**src/rtl/rx_medida_7o1.sv**
```systemverilog
`default_nettype none
// ============================================================================
// Module   : rx_medida_7o1
// Desc     : 7O1 UART receiver assembling "units,tens,hundreds,#" into a
//            3-digit BCD measurement. Optional idle timeout: RX_TIMEOUT_EN.
// Revision : 1.0 - initial release
// ============================================================================
module rx_medida_7o1 #(
    parameter int CLKS_PER_BIT = 434,
    parameter int TIMEOUT_CLKS = 50_000_000
) (
    input  logic        clock,
    input  logic        reset,
    input  logic        entrada_serial,
    output logic [11:0] medida,
    output logic        pronto,
    output logic        erro,
    output logic [2:0]  db_estado_rx,
    output logic [1:0]  db_estado_msg
);

    localparam int                 c_cnt_w = $clog2(CLKS_PER_BIT);
    localparam logic [c_cnt_w-1:0] c_half  = c_cnt_w'(CLKS_PER_BIT / 2 - 1);
    localparam logic [c_cnt_w-1:0] c_last  = c_cnt_w'(CLKS_PER_BIT - 1);

    localparam logic [2:0] c_rx_idle  = 3'd0;
    localparam logic [2:0] c_rx_start = 3'd1;
    localparam logic [2:0] c_rx_data  = 3'd2;
    localparam logic [2:0] c_rx_par   = 3'd3;
    localparam logic [2:0] c_rx_stop  = 3'd4;

    localparam logic [1:0] c_msg_d0   = 2'd0;
    localparam logic [1:0] c_msg_d1   = 2'd1;
    localparam logic [1:0] c_msg_d2   = 2'd2;
    localparam logic [1:0] c_msg_hash = 2'd3;

    if (CLKS_PER_BIT < 8 || TIMEOUT_CLKS < 1) begin : g_param_check
        $error("rx_medida_7o1: CLKS_PER_BIT must be >= 8 and TIMEOUT_CLKS >= 1");
    end

    logic               r_rx_meta;
    logic               r_rx_s;
    logic [2:0]         r_st_rx;
    logic [c_cnt_w-1:0] r_clk_cnt;
    logic [2:0]         r_bit_cnt;
    logic [6:0]         r_dado;
    logic               r_par;
    logic               r_char_ok;
    logic               r_char_err;
    logic               r_cls_digit;
    logic               r_cls_hash;
    logic               r_cls_err;
    logic [3:0]         r_nibble;
    logic [1:0]         r_st_msg;
    logic [3:0]         r_u;
    logic [3:0]         r_t;
    logic [3:0]         r_h;
    logic [11:0]        r_medida;
    logic               r_pronto;
    logic               r_erro;

    logic               w_bit_end;
    logic [1:0]         w_st_msg_nx;
    logic [3:0]         w_u_nx;
    logic [3:0]         w_t_nx;
    logic [3:0]         w_h_nx;
    logic [11:0]        w_medida_nx;
    logic               w_pronto_nx;
    logic               w_erro_nx;

    always_ff @(posedge clock) begin
        if (!reset) begin
            r_rx_meta <= 1'b1;
            r_rx_s    <= 1'b1;
        end else begin
            r_rx_meta <= entrada_serial;
            r_rx_s    <= r_rx_meta;
        end
    end

    assign w_bit_end = (r_clk_cnt == c_last);

    // Frame FSM: after the half-bit start check, every sample is one full bit apart
    always_ff @(posedge clock) begin
        if (!reset) begin
            r_st_rx    <= c_rx_idle;
            r_clk_cnt  <= '0;
            r_bit_cnt  <= '0;
            r_dado     <= '0;
            r_par      <= 1'b0;
            r_char_ok  <= 1'b0;
            r_char_err <= 1'b0;
        end else begin
            r_char_ok  <= 1'b0;
            r_char_err <= 1'b0;
            case (r_st_rx)
                c_rx_idle: begin
                    r_clk_cnt <= '0;
                    r_bit_cnt <= '0;
                    if (!r_rx_s) r_st_rx <= c_rx_start;
                end
                c_rx_start: begin
                    if (r_clk_cnt == c_half) begin
                        r_clk_cnt <= '0;
                        r_st_rx   <= r_rx_s ? c_rx_idle : c_rx_data;
                    end else begin
                        r_clk_cnt <= r_clk_cnt + 1'b1;
                    end
                end
                c_rx_data: begin
                    r_clk_cnt <= w_bit_end ? '0 : r_clk_cnt + 1'b1;
                    if (w_bit_end) begin
                        r_dado <= {r_rx_s, r_dado[6:1]};
                        if (r_bit_cnt == 3'd6) r_st_rx   <= c_rx_par;
                        else                   r_bit_cnt <= r_bit_cnt + 1'b1;
                    end
                end
                c_rx_par: begin
                    r_clk_cnt <= w_bit_end ? '0 : r_clk_cnt + 1'b1;
                    if (w_bit_end) begin
                        r_par   <= r_rx_s;
                        r_st_rx <= c_rx_stop;
                    end
                end
                c_rx_stop: begin
                    r_clk_cnt <= w_bit_end ? '0 : r_clk_cnt + 1'b1;
                    if (w_bit_end) begin
                        r_st_rx <= c_rx_idle;
                        if (r_rx_s && (^{r_dado, r_par})) r_char_ok  <= 1'b1;
                        else                               r_char_err <= 1'b1;
                    end
                end
                default: r_st_rx <= c_rx_idle;
            endcase
        end
    end

    always_ff @(posedge clock) begin
        if (!reset) begin
            r_cls_digit <= 1'b0;
            r_cls_hash  <= 1'b0;
            r_cls_err   <= 1'b0;
            r_nibble    <= '0;
        end else begin
            r_cls_digit <= r_char_ok && (r_dado[6:4] == 3'b011) && (r_dado[3:0] <= 4'd9);
            r_cls_hash  <= r_char_ok && (r_dado == 7'h23);
            r_cls_err   <= r_char_err ||
                           (r_char_ok && (r_dado != 7'h23) &&
                            !((r_dado[6:4] == 3'b011) && (r_dado[3:0] <= 4'd9)));
            r_nibble    <= r_dado[3:0];
        end
    end

`ifdef RX_TIMEOUT_EN
    localparam int c_to_w = $clog2(TIMEOUT_CLKS + 1);

    logic [c_to_w-1:0] r_to_cnt;
    logic              w_timeout;

    assign w_timeout = (r_to_cnt == c_to_w'(TIMEOUT_CLKS));

    always_ff @(posedge clock) begin
        if (!reset || r_char_ok || r_char_err || (r_st_msg == c_msg_d0) || w_timeout) begin
            r_to_cnt <= '0;
        end else if (r_st_rx == c_rx_idle) begin
            r_to_cnt <= r_to_cnt + 1'b1;
        end
    end
`endif

    // Any rejected character or misplaced '#' resynchronises to D0
    always_comb begin
        w_st_msg_nx = r_st_msg;
        w_u_nx      = r_u;
        w_t_nx      = r_t;
        w_h_nx      = r_h;
        w_medida_nx = r_medida;
        w_pronto_nx = 1'b0;
        w_erro_nx   = 1'b0;
        if (r_cls_err) begin
            w_st_msg_nx = c_msg_d0;
            w_erro_nx   = 1'b1;
        end else if (r_cls_hash) begin
            w_st_msg_nx = c_msg_d0;
            if (r_st_msg == c_msg_hash) begin
                w_medida_nx = {r_h, r_t, r_u};
                w_pronto_nx = 1'b1;
            end else begin
                w_erro_nx   = 1'b1;
            end
        end else if (r_cls_digit) begin
            case (r_st_msg)
                c_msg_d0: begin
                    w_u_nx      = r_nibble;
                    w_st_msg_nx = c_msg_d1;
                end
                c_msg_d1: begin
                    w_t_nx      = r_nibble;
                    w_st_msg_nx = c_msg_d2;
                end
                c_msg_d2: begin
                    w_h_nx      = r_nibble;
                    w_st_msg_nx = c_msg_hash;
                end
                default: begin
                    w_st_msg_nx = c_msg_d0;
                    w_erro_nx   = 1'b1;
                end
            endcase
        end
`ifdef RX_TIMEOUT_EN
        else if (w_timeout) begin
            w_st_msg_nx = c_msg_d0;
            w_erro_nx   = 1'b1;
        end
`endif
    end

    always_ff @(posedge clock) begin
        if (!reset) begin
            r_st_msg <= c_msg_d0;
            r_u      <= '0;
            r_t      <= '0;
            r_h      <= '0;
            r_medida <= '0;
            r_pronto <= 1'b0;
            r_erro   <= 1'b0;
        end else begin
            r_st_msg <= w_st_msg_nx;
            r_u      <= w_u_nx;
            r_t      <= w_t_nx;
            r_h      <= w_h_nx;
            r_medida <= w_medida_nx;
            r_pronto <= w_pronto_nx;
            r_erro   <= w_erro_nx;
        end
    end

    assign medida        = r_medida;
    assign pronto        = r_pronto;
    assign erro          = r_erro;
    assign db_estado_rx  = r_st_rx;
    assign db_estado_msg = r_st_msg;

endmodule
`default_nettype wire

```
**config.mk**
```make
export PLATFORM = sky130hd
export DESIGN_NAME = rx_medida_7o1
export DESIGN_NICKNAME = d
export VERILOG_FILES = /design/src/rtl/rx_medida_7o1.sv
export SDC_FILE = /design/constraint.sdc
export NUM_CORES = 1
export LEC_CHECK = 0
export BUFFER_PORTS_ARGS = -buffer_cell sky130_fd_sc_hd__buf_2
export CORE_MARGIN = 4
export CORE_UTILIZATION = 55
export DETAILED_ROUTE_END_ITERATION = 7
export GPL_TIMING_DRIVEN = 0
export PLACE_DENSITY = 0.84
export SETUP_SLACK_MARGIN = 0.05
export SYNTH_ARGS = -nofsm -noshare
export SYNTH_HDL_FRONTEND = slang
export SYNTH_SLANG_ARGS = --single-unit
export TNS_END_PERCENT = 100
```
**constraint.sdc**
```tcl
create_clock -name clock -period 2.9 [get_ports clock]
set_input_delay 0.29 -clock clock [delete_from_list [all_inputs] [get_ports clock]]
set_output_delay 0.29 -clock clock [all_outputs]
set_load 0.02 [all_outputs]
```
# After elaboration in Yosys (flattened, before gate mapping)
# Index checks and enable logic that the tools add are counted.
# Widths: inputs -> output; s select.
[word_totals] register_bits=62 wordCells=96
[classes] add_sub_neg=2 n_lt_le_gt_ge=1 bitwise_logic=3 eq_ne=20 muxes=23 n_reduce_logical=27
[ops] op="$pmux 9 s3" n=1
[ops] op="$mux 3" n=8
[ops] op="$mux 9" n=2
[ops] op="$pmux 3 s5" n=1
[ops] op="$ne 2x2->1 const B" n=7
[ops] op="$reduce_and 4->1" n=3
[ops] op="$reduce_or 3->1" n=4
[ops] op="$add 9x1->9 const B" n=1
[ops] op="$eq 3x2->1 const B" n=3
[ops] op="$eq 9x8->1 const B" n=1
[ops] op="$eq 9x9->1 const B" n=1
[ops] op="$reduce_and 3->1" n=3
[ops] op="$mux 1" n=8
[ops] op="$reduce_xor 8->1" n=1
[ops] op="$eq 7x6->1 const B" n=1
[ops] op="$logic_and 1x1->1" n=7
[ops] op="$ne 7x6->1 const B" n=1
[ops] op="$eq 3x3->1 const B" n=2
[ops] op="$pmux 2 s3" n=1
[ops] op="$pmux 3 s2" n=1
[ops] op="$reduce_and 6->1" n=1
[ops] op="$eq 2x2->1 const B" n=2
[ops] op="$le 4x4->1 const B" n=1
[ops] op="$reduce_and 2->1" n=2
[ops] op="other kinds (11)" n=13

# Depth between registers and ports, before layout
# Gate-level depths: netlist (run 1).
[depth] word_depth=6 ltp_mapped=7 ltp_nobuf=6

# Worst setup path after synthesis (run 1)
# Ideal clock, no wire load.
[synth_path] kind="register to register" start="register r_clk_cnt[0]" end="register r_clk_cnt[8]" stages_incl_launch_ff=7 required_time_ps=2785 setup_slack_ps=1202 arrival_time_ps=1584 path_buffers=0 setup_time_ps=115 period_less_slack_ps=1698 path_cell_list="dfxtp_1 inv_1 ha_1 or4b_1 o21ai_2 a22oi_1 o21a_1"
[synth_via] elab_chain_len=3
[synth_lines] item="start: declaration" line_no="44" rtl="logic [c_cnt_w-1:0] r_clk_cnt;"
[synth_lines] item="start signal: assignment" line_no="107" rtl="r_clk_cnt <= r_clk_cnt + 1'b1;"
[synth_lines] item="start signal: assignment" line_no="111" rtl="r_clk_cnt <= w_bit_end ? '0 : r_clk_cnt + 1'b1;"
[synth_lines] item="start signal: assignment" line_no="119" rtl="r_clk_cnt <= w_bit_end ? '0 : r_clk_cnt + 1'b1;"
[synth_lines] item="$add 9x1->9, or another cell as far along"
[synth_lines] item="$mux 9 (on tied branches)"
[synth_lines] item="$pmux 9 s3 (*)" line_no="96" rtl="case (r_st_rx)"
# Mark *: on every way between the ends. The rest lies on a longest branch, timed or not.
# A chain may end at the register's enable or synchronous reset.

# Worst setup path after layout (run 1)
[layout_path] start="register r_clk_cnt[7]" end="register r_clk_cnt[8]"
# Same word-level chain as after synthesis.

==> results.md, run 1 <==
Setup path:
- The category of the worst setup path capture point is a flip-flop.
- The worst setup path is launched from a flip-flop.
- The largest fanout of any net on the critical path is 10.
- On the worst path, the slowest cell contributes a delay of between 0.5 and 0.6 ns.
- The required time of the worst setup path is 3.13 ns.
- Traced cell by cell, the critical path runs through or4b_4 > o22ai_1 > buf_4 > a22oi_1 > o21a_1.
- The slowest stage cell on the critical path is sky130_fd_sc_hd__or4b_4.
- The arrival time at the worst endpoint is ~2.1 ns.
- The worst setup path is of the flip-flop to flip-flop kind.

Yosys:
- Synthesis handed over a netlist of 278 instances.
- The area fraction of the dominant cell type after synthesis is between 40% and 50%.
- By area the synthesized netlist is led by sky130_fd_sc_hd__dfxtp_1 45%, sky130_fd_sc_hd__mux2i_1 8.6%, sky130_fd_sc_hd__nor2b_1 5.2%.
- The number of enable flip-flop cells after synthesis is 0.
- After synthesis, flip-flops and latches occupy between 40 and 50% of the total area.
- The mean post-synth cell area is 10.00 µm².
- In this run the cell area of the synthesized design comes to about 2800 µm².
- After synthesis, the share of flip-flops with an asynchronous set or reset is 0%.
- The number of storage elements in the synthesis netlist is 62.
- When the netlist entered floorplanning its net count stood at roughly 290.
- The yosys synthesis warning count is 0.
- The most used flip-flop cell after synthesis is sky130_fd_sc_hd__dfxtp_1.
- The library cell with the largest summed area after synthesis is sky130_fd_sc_hd__dfxtp_1.
- The number of different library cells used by synthesis comes to 45.

Clock tree:
- In this run, post-CTS repair resized a total of 0 instances.
- In this run, CTS created clock tree buffers numbering 9.
- The number of hold buffers added after CTS is 0.
- The clock insertion delay at the later pin of the skew report is between 0.3 and 0.4 ns.
- The number of setup buffers added after CTS is 0.
- The count of clock tree sinks is between 60 and 70.
- The clock tree synthesis step divided the H-tree into 3 levels.
- The maximum clock path buffer count is 2.
- The cell chosen for the clock root is sky130_fd_sc_hd__clkbuf_8.
- After clock tree synthesis, the clock-pin slew on the worst setup and hold paths is 0.07 ns.
- The clock tree from TritonCTS is done.

Timing:
- The shortest period the worst path allows is between 1.5 and 2 ns.
- The setup TNS after final layout is 0 ns.
- The max-slew violation count is 0.
- Setup repair after global routing left no endpoint under its margin.
- The worst pin sits at a relative slew slack of between 40% and 50%.
- Setup violations remaining at the end of the flow were counted as 0.
- At the pin with the least slew margin, the transition time is between 0.7 and 0.8 ns.
- The worst clock skew on the final layout is approximately 0.0076 ns.
- The hold violation count in the final report is 0.
- Based on the critical path, the design can be clocked at up to about 0.52 GHz.
- Setup slack closes at approximately 1 ns.
- The final worst-path cycle share is 65.80%.

Floorplanning:
- The row count is 25.
- For this configuration, the core starts out at a cell density of between 50% and 60%.
- The die covers 6256 µm².
- Measured along the y axis, the die boundary spans a little under 80 µm.
- The floorplan step defined a core boundary enclosing roughly 4800 µm².
- During I/O placement, the number of pins put on the boundary was 22.
- The horizontal extent of the die is roughly 79 µm.

Placement:
- The congestion estimate from routability-driven global placement came to a little under 0.8.
- During placement, the flow inserted port buffers numbering 20.
- After detailed placement, the total cell area comes to between 2000 and 3000 µm².
- The detailed placement HPWL is 3637 µm.
- At the placement stage, the worst setup path has a slack of approximately 1.0 ns.

Detailed routing:
- The detailed router finished its first iteration with 67 violations.
- The post-route antenna net violation count is 0.
- The total DRC errors in the routed layout is 0.
- Before antenna repair, the detailed router went through 4 iterations.
- Wires add up to 5088 µm.
- In the routed layout, each cell is associated on average with a via count of roughly 5.4.
- The number of vias in the routed layout is 2044.
- After detailed routing, the average wire length per cell comes to between 10 and 15 µm.

Power and ir drop:
- The power density over cell area is roughly 570 nW/µm².
- The static power due to leakage is around 1.2 nW.
- IR analysis of the VDD net gives a maximum drop of between 0.3 and 0.4 mV.
- Summing internal, switching and leakage power gives 0.001821 W.

Global routing:
- The number of global-route vias before repair is ~2000.
- Entering global routing, the biggest net connects 14 pins.
- The wire length of the first global-routing pass is 9004 µm.
- The remaining global-route overflow is 0.
- The total global routing track utilization is between 10% and 20%.
- The initial antenna violation count is 0.

Final layout:
- The growth of design area from synthesis to finish is 13.95%.
- The final design area excluding fillers is around 3200 µm².
- The final standard cell utilization of the core is 65.77%.
- Of the cells placed in the final design, the portion with a size suffix greater than 1 is between 10% and 20%.
- The number of antenna diodes is 0.
- The number of nets in the layout is 322.

Run:
- The tool flagged a number of max-cap violations equal to 0.

Min path:
- The worst hold path class is input port to flip-flop.

Run status:
- The flow ran to the end, and the final reports show no timing, DRC or antenna violations.
==> through the flow <==
step | instances | hold slack (ns)
finish | 381 | 0.1317
global route | 381 | 0.1485
CTS | 381 | 0.1170
detailed placement | 365 | 0.4066
global placement | 365 | 0.3900
floorplan | 278 | 0.3863
==> worst max-delay path: cells and delay by family (launching register included) <==
kind / cells / cell delay, ns
AOI/OAI and AO/OA: 3 / 0.61
buffers and inverters: 1 / 0.24
DFF: 1 / 0.44
and+or+nand+nor: 1 / 0.52
==> where the power goes <==
group | internal (W) | switching (W)
Clock | 0.000407 | 0.000360
Combinational | 0.0000639 | 0.000113
Sequential | 0.000865 | 0.0000124
Total | 0.00134 | 0.000485
==> registers in the layout (all words and copies together), names as in the netlist, 2 cells and up <==
register and flops:
medida 12, r_t 4, r_clk_cnt 9, r_nibble 4, r_bit_cnt 3, r_dado 7
r_u 4, db_estado_rx 3, r_h 4, db_estado_msg 2
==> per-layer routing <==
layer / vias up / global-route usage (%) / share of wire [%]
li1: 1042 / - / -
met1: 964 / 21.59 / 47
met2: 31 / 30.56 / 48
met3: 7 / 5.782 / 3.9
met4: 0 / 6.186 / 1.3
met5: - / 0 / 0
==> cell usage in the layout (no fill, tap or decap), types with 3 or more instances in the layout <==
cell and instances:
sky130_fd_sc_hd__nor2b_1 23, sky130_fd_sc_hd__mux2i_1 24, sky130_fd_sc_hd__nor3b_1 4, sky130_fd_sc_hd__nand4_1 6, sky130_fd_sc_hd__nand3_1 5, sky130_fd_sc_hd__inv_6 3
sky130_fd_sc_hd__nor2_1 13, sky130_fd_sc_hd__inv_1 7, sky130_fd_sc_hd__nand2_1 19, sky130_fd_sc_hd__and3_1 3, sky130_fd_sc_hd__clkbuf_1 15, sky130_fd_sc_hd__nand4b_1 3
sky130_fd_sc_hd__buf_2 20, sky130_fd_sc_hd__and4_1 3, sky130_fd_sc_hd__a21boi_1 3, sky130_fd_sc_hd__dfxtp_1 62, sky130_fd_sc_hd__nand2b_1 3, sky130_fd_sc_hd__a22o_1 16
sky130_fd_sc_hd__xnor2_1 5, sky130_fd_sc_hd__o21a_1 4, sky130_fd_sc_hd__clkbuf_8 9, sky130_fd_sc_hd__a21boi_0 6, sky130_fd_sc_hd__o21ai_0 4, sky130_fd_sc_hd__or3_1 3
sky130_fd_sc_hd__and2_1 7, sky130_fd_sc_hd__o211ai_1 4, sky130_fd_sc_hd__ha_1 10
==> final cells by class <==
cell class                 instances  area (µm²)
buffer                            17       75.07
clock buffer                       9       123.9
clock inverter                     7       80.08
fill                             410        1649
inverter                           7       26.28
multi-input combinational        192        1438
sequential                        62        1241
tap                               67       83.83
timing repair buffer              20       100.1
==> worst paths after layout <==
| kind | from | end | slack, ns | cells after the start |
|---|---|---|---|---|
| min | entrada_serial | r_rx_meta | 0.13 | 2 |
| max | r_clk_cnt[7] | r_clk_cnt[8] | 0.99 | 5 |
| max reg2reg | r_clk_cnt[7] | r_clk_cnt[8] | 0.99 | 5 |
| min reg2reg | r_rx_meta | r_rx_s | 0.42 | 1 |
==> synth_stat cells (5+ instances only) <==
master and number:
sky130_fd_sc_hd__dfxtp_1 62, sky130_fd_sc_hd__mux2i_1 24, sky130_fd_sc_hd__nor2b_1 23, sky130_fd_sc_hd__nand2_1 19, sky130_fd_sc_hd__a22o_1 16, sky130_fd_sc_hd__clkbuf_1 15, sky130_fd_sc_hd__nor2_1 13, sky130_fd_sc_hd__ha_1 10
sky130_fd_sc_hd__and2_1 7, sky130_fd_sc_hd__inv_1 7, sky130_fd_sc_hd__a21boi_0 6, sky130_fd_sc_hd__nand4_1 6, sky130_fd_sc_hd__nand3_1 5, sky130_fd_sc_hd__xnor2_1 5
==> kinds of logic (layout without fill, tap and decap cells) <==
| family | Yosys count | in the layout | synth area share, % |
|---|---|---|---|
| XOR/XNOR | 7 | 7 | 2.205 |
| buffers and inverters | 24 | 60 | 3.645 |
| multiplexers | 24 | 24 | 8.641 |
| adder cells (fa/ha/maj) | 10 | 10 | 4.500 |
| AND/OR/NAND/NOR | 103 | 103 | 22.68 |
| flip-flops | 62 | 62 | 44.64 |
| AO/OA/AOI/OAI | 48 | 48 | 13.68 |
No activity file was read; power rests on OpenSTA's default activity.
==> inputs of run 2 (changes only) <==
==> constraint.sdc (replaced) <==
create_clock -name clock -period 1.8 [get_ports clock]
set_input_delay 0.18 -clock clock [delete_from_list [all_inputs] [get_ports clock]]
set_output_delay 0.18 -clock clock [all_outputs]
set_load 0.02 [all_outputs]
==> run 2 against run 1 <==
Net effect: the flow now finishes with violations (setup timing); register-to-register slack worse by 1.0 ns; cell area up 2.9%; die area unchanged; first-iteration DRC count up 40%; power up 66%; wire length up 5.1%; non-clock buffer count up 3; combinational power up 110%; utilization up 1.9 points; worst setup slack worse by 1.0 ns; critical endpoint is now r_dado[3]; largest power group unchanged.
==> results.md, run 2 (synthesis results as in run 1) <==
Final layout:
- The fraction of final layout cells sized beyond drive strength 1 is 21.14% (+6.8 points).
- The final cell count without fillers is 384 (+0.79%).
- The flip-flop count of the largest register after layout was 12 (unchanged).
- The growth of design area from synthesis to finish is 17.24%.
- The number of antenna diodes was 0 (unchanged).
- The filler cell count in the final layout came to 386 (-5.9%).
- The number of nets in the layout was 325 (+0.93%).
- The library cells used most frequently in the layout, excluding fill and tap cells, are 58 x sky130_fd_sc_hd__dfxtp_1, 23 x sky130_fd_sc_hd__mux2i_1, 23 x sky130_fd_sc_hd__nor2b_1, 20 x sky130_fd_sc_hd__buf_2, 19 x sky130_fd_sc_hd__nand2_1.
- The library cell used most frequently in the layout, excluding fill and tap cells, is sky130_fd_sc_hd__dfxtp_1.

Clock tree:
- The deepest level of the CTS H-tree came to 3 (unchanged).
- The count of clock tree sinks came to 62 (unchanged).
- The number of hold buffers added after CTS is 0 (unchanged).
- The clock tree from TritonCTS is done.
- Clock tree synthesis selected as its root buffer the cell sky130_fd_sc_hd__clkbuf_8.
- The clock transition at the registers of the reported paths is 0.07 ns (about the same).
- The total CTS buffers is 9 (unchanged).
- The clock insertion delay at the later pin of the skew report is 0.34 ns (about the same).
- The maximum clock path buffer count is 2 (unchanged).

Floorplanning:
- The horizontal extent of the die is 79.10 µm (unchanged).
- The overall die area is 6256 µm² (unchanged).
- The effective utilization at floorplan came to 57.71% (unchanged).
- The row count is 25 (unchanged).
- The I/O pin total came to 22 (unchanged).
- The height of the die is 79.10 µm (unchanged).
- The placeable core region is 4817 µm² (unchanged).

Timing:
- The hold violation count in the final report was 0 (unchanged).
- The relative slew slack was 65.80% (+17 points).
- The max-slew violation count is 0 (unchanged).
- The maximum operating frequency is 0.5501 GHz (+5.0%).
- The number of setup violations in the final report is 1 (+1).
- The final worst-path cycle share came to 101.0% (+35 points).
- The actual slew at the worst max-slew pin came to 0.5129 ns (-0.2372 ns).
- The final setup slack of the worst path came to -0.01799 ns (-1.010 ns).
- The shortest period the worst path allows is 1.818 ns (-0.09011 ns).
- The setup TNS after final layout came to -0.01799 ns (-0.01799 ns).
- Setup repair after global routing could not meet its margin everywhere.
- The worst clock skew on the final layout is 0.006582 ns (-0.0009821 ns).

Global routing:
- The total global routing track utilization is 18.32% (+0.24 points).
- The wire length of the first global-routing pass is 9121 µm (+1.3%).
- The number of global-route vias before repair came to 2036 (+1.4%).
- The maximum number of pins on one net before global-route repair is 14 (unchanged).
- The remaining global-route overflow is 0 (unchanged).
- The initial antenna violation count was 0 (unchanged).

Detailed routing:
- The via-per-instance ratio was 5.534 (+3.2%).
- The number of DRC markers after the initial detailed-route iteration is 94 (+40%).
- The number of vias in the routed layout is 2125 (+4.0%).
- The post-detailed-routing wire length came to 5347 µm (+5.1%).
- The post-route antenna net violation count is 0 (unchanged).
- The number of search-and-repair iterations in the first detailed-routing pass came to 4 (unchanged).
- The total DRC errors in the routed layout is 0 (unchanged).
- The post-detailed-route wirelength per cell is 13.92 µm (+4.3%).

Setup path:
- The startpoint of the most critical register-to-register path is r_clk_cnt[3].
- The largest fanout of any net on the critical path is 8 (-2).
- The arrival time at the worst endpoint is 2.04 ns (-0.10 ns).
- The setup path with the least slack is of type flip-flop to flip-flop.
- The startpoint of the most critical setup path is r_clk_cnt[3].
- STA classifies the critical path endpoint as a flip-flop.
- The required time of the worst setup path is 2.02 ns (-1.11 ns).
- The startpoint type of the worst setup path is a flip-flop.

Placement:
- The detailed placement HPWL is 3637 µm (unchanged).
- The count of port buffers added during placement is 20 (unchanged).
- The cell total after placement came to 365 (unchanged).
- The routability congestion estimate was 0.7750 (unchanged).

Power and ir drop:
- The static power due to leakage is 1.206 nW (+4.0%).
- The power density over cell area came to 927.2 nW/µm² (+61%).
- The highest ir drop seen on vdd was 0.5679 mV (+74%).

Run status:
- The checks that failed: setup timing.
- The run finished, with violations left.

Min path:
- The worst hold path class is input port to flip-flop.
- The origin of the worst min-delay path is entrada_serial.

Run:
- The count of maximum capacitance violations is 0 (unchanged).
==> run 2: final timing paths <==
check | to | cells past startpoint | slack, ns
max | r_dado[3] | 5 | -0.02
min | r_rx_meta | 2 | 0.02
max reg2reg | r_dado[3] | 5 | -0.02
min reg2reg | r_rx_s | 1 | 0.42
==> run 2: layout make-up <==
class	count	area, µm²	area share, %
plain buffers	15	75.07	2.303
clock buffers	9	123.9	3.800
clock inverters	7	80.08	2.457
inverters	7	26.28	0.8061
multi-input cells	192	1480	45.41
flip-flops and latches	62	1249	38.31
well taps	67	83.83	2.572
repair buffers	25	141.4	4.338
==> run 2: where the power goes <==
part | internal, W | switching (W)
sequential | 0.00139 | 0.0000233
clock | 0.000655 | 0.000581
combinational | 0.000163 | 0.000206
total | 0.00221 | 0.000810
==> run 2: worst max-delay path, cell delays in order, from the launching register on <==
cell and delay [ns]:
sky130_fd_sc_hd__dfxtp_4 0.36, sky130_fd_sc_hd__or4b_4 0.57, sky130_fd_sc_hd__nor4b_4 0.27, sky130_fd_sc_hd__buf_6 0.21
sky130_fd_sc_hd__mux2i_2 0.23, sky130_fd_sc_hd__nor2b_1 0.07
==> run 2: metal layers <==
metal	wire, µm	track usage [%]
met5	0	0
met4	68	6.186
met3	242	5.782
met2	2627	31.14
met1	2409	21.80
==> run 2: repair_timing <==
action / in CTS / in global routing
endpoints found under the hold margin: 0 / 0
pin swaps: 3 / 2
gates resized for setup: 8 / 14
setup buffers: 3 / 2
endpoints found under the setup margin: 30 / 25
gates cloned: 0 / 0
==> run 2: through the flow <==
| stage | power (W) | setup slack [ns] | util, % | hold slack, ns | instance area, µm² |
|---|---|---|---|---|---|
| 6_report | 0.003022 | -0.01799 | 67.66 | 0.02028 | 3259 |
| 5_1_grt | 0.003143 | -0.07830 | 67.66 | 0.03868 | 3259 |
| 4_1_cts | 0.003025 | 0.01261 | 66.73 | 0.006962 | 3214 |
| 3_5_place_dp | 0.001729 | -0.08811 | 61.53 | 0.3687 | 2964 |
| 3_3_place_gp | 0.001724 | -0.08337 | 61.53 | 0.3619 | 2964 |
| 2_1_floorplan | 0.001664 | 0.1015 | - | 0.2815 | 2780 |
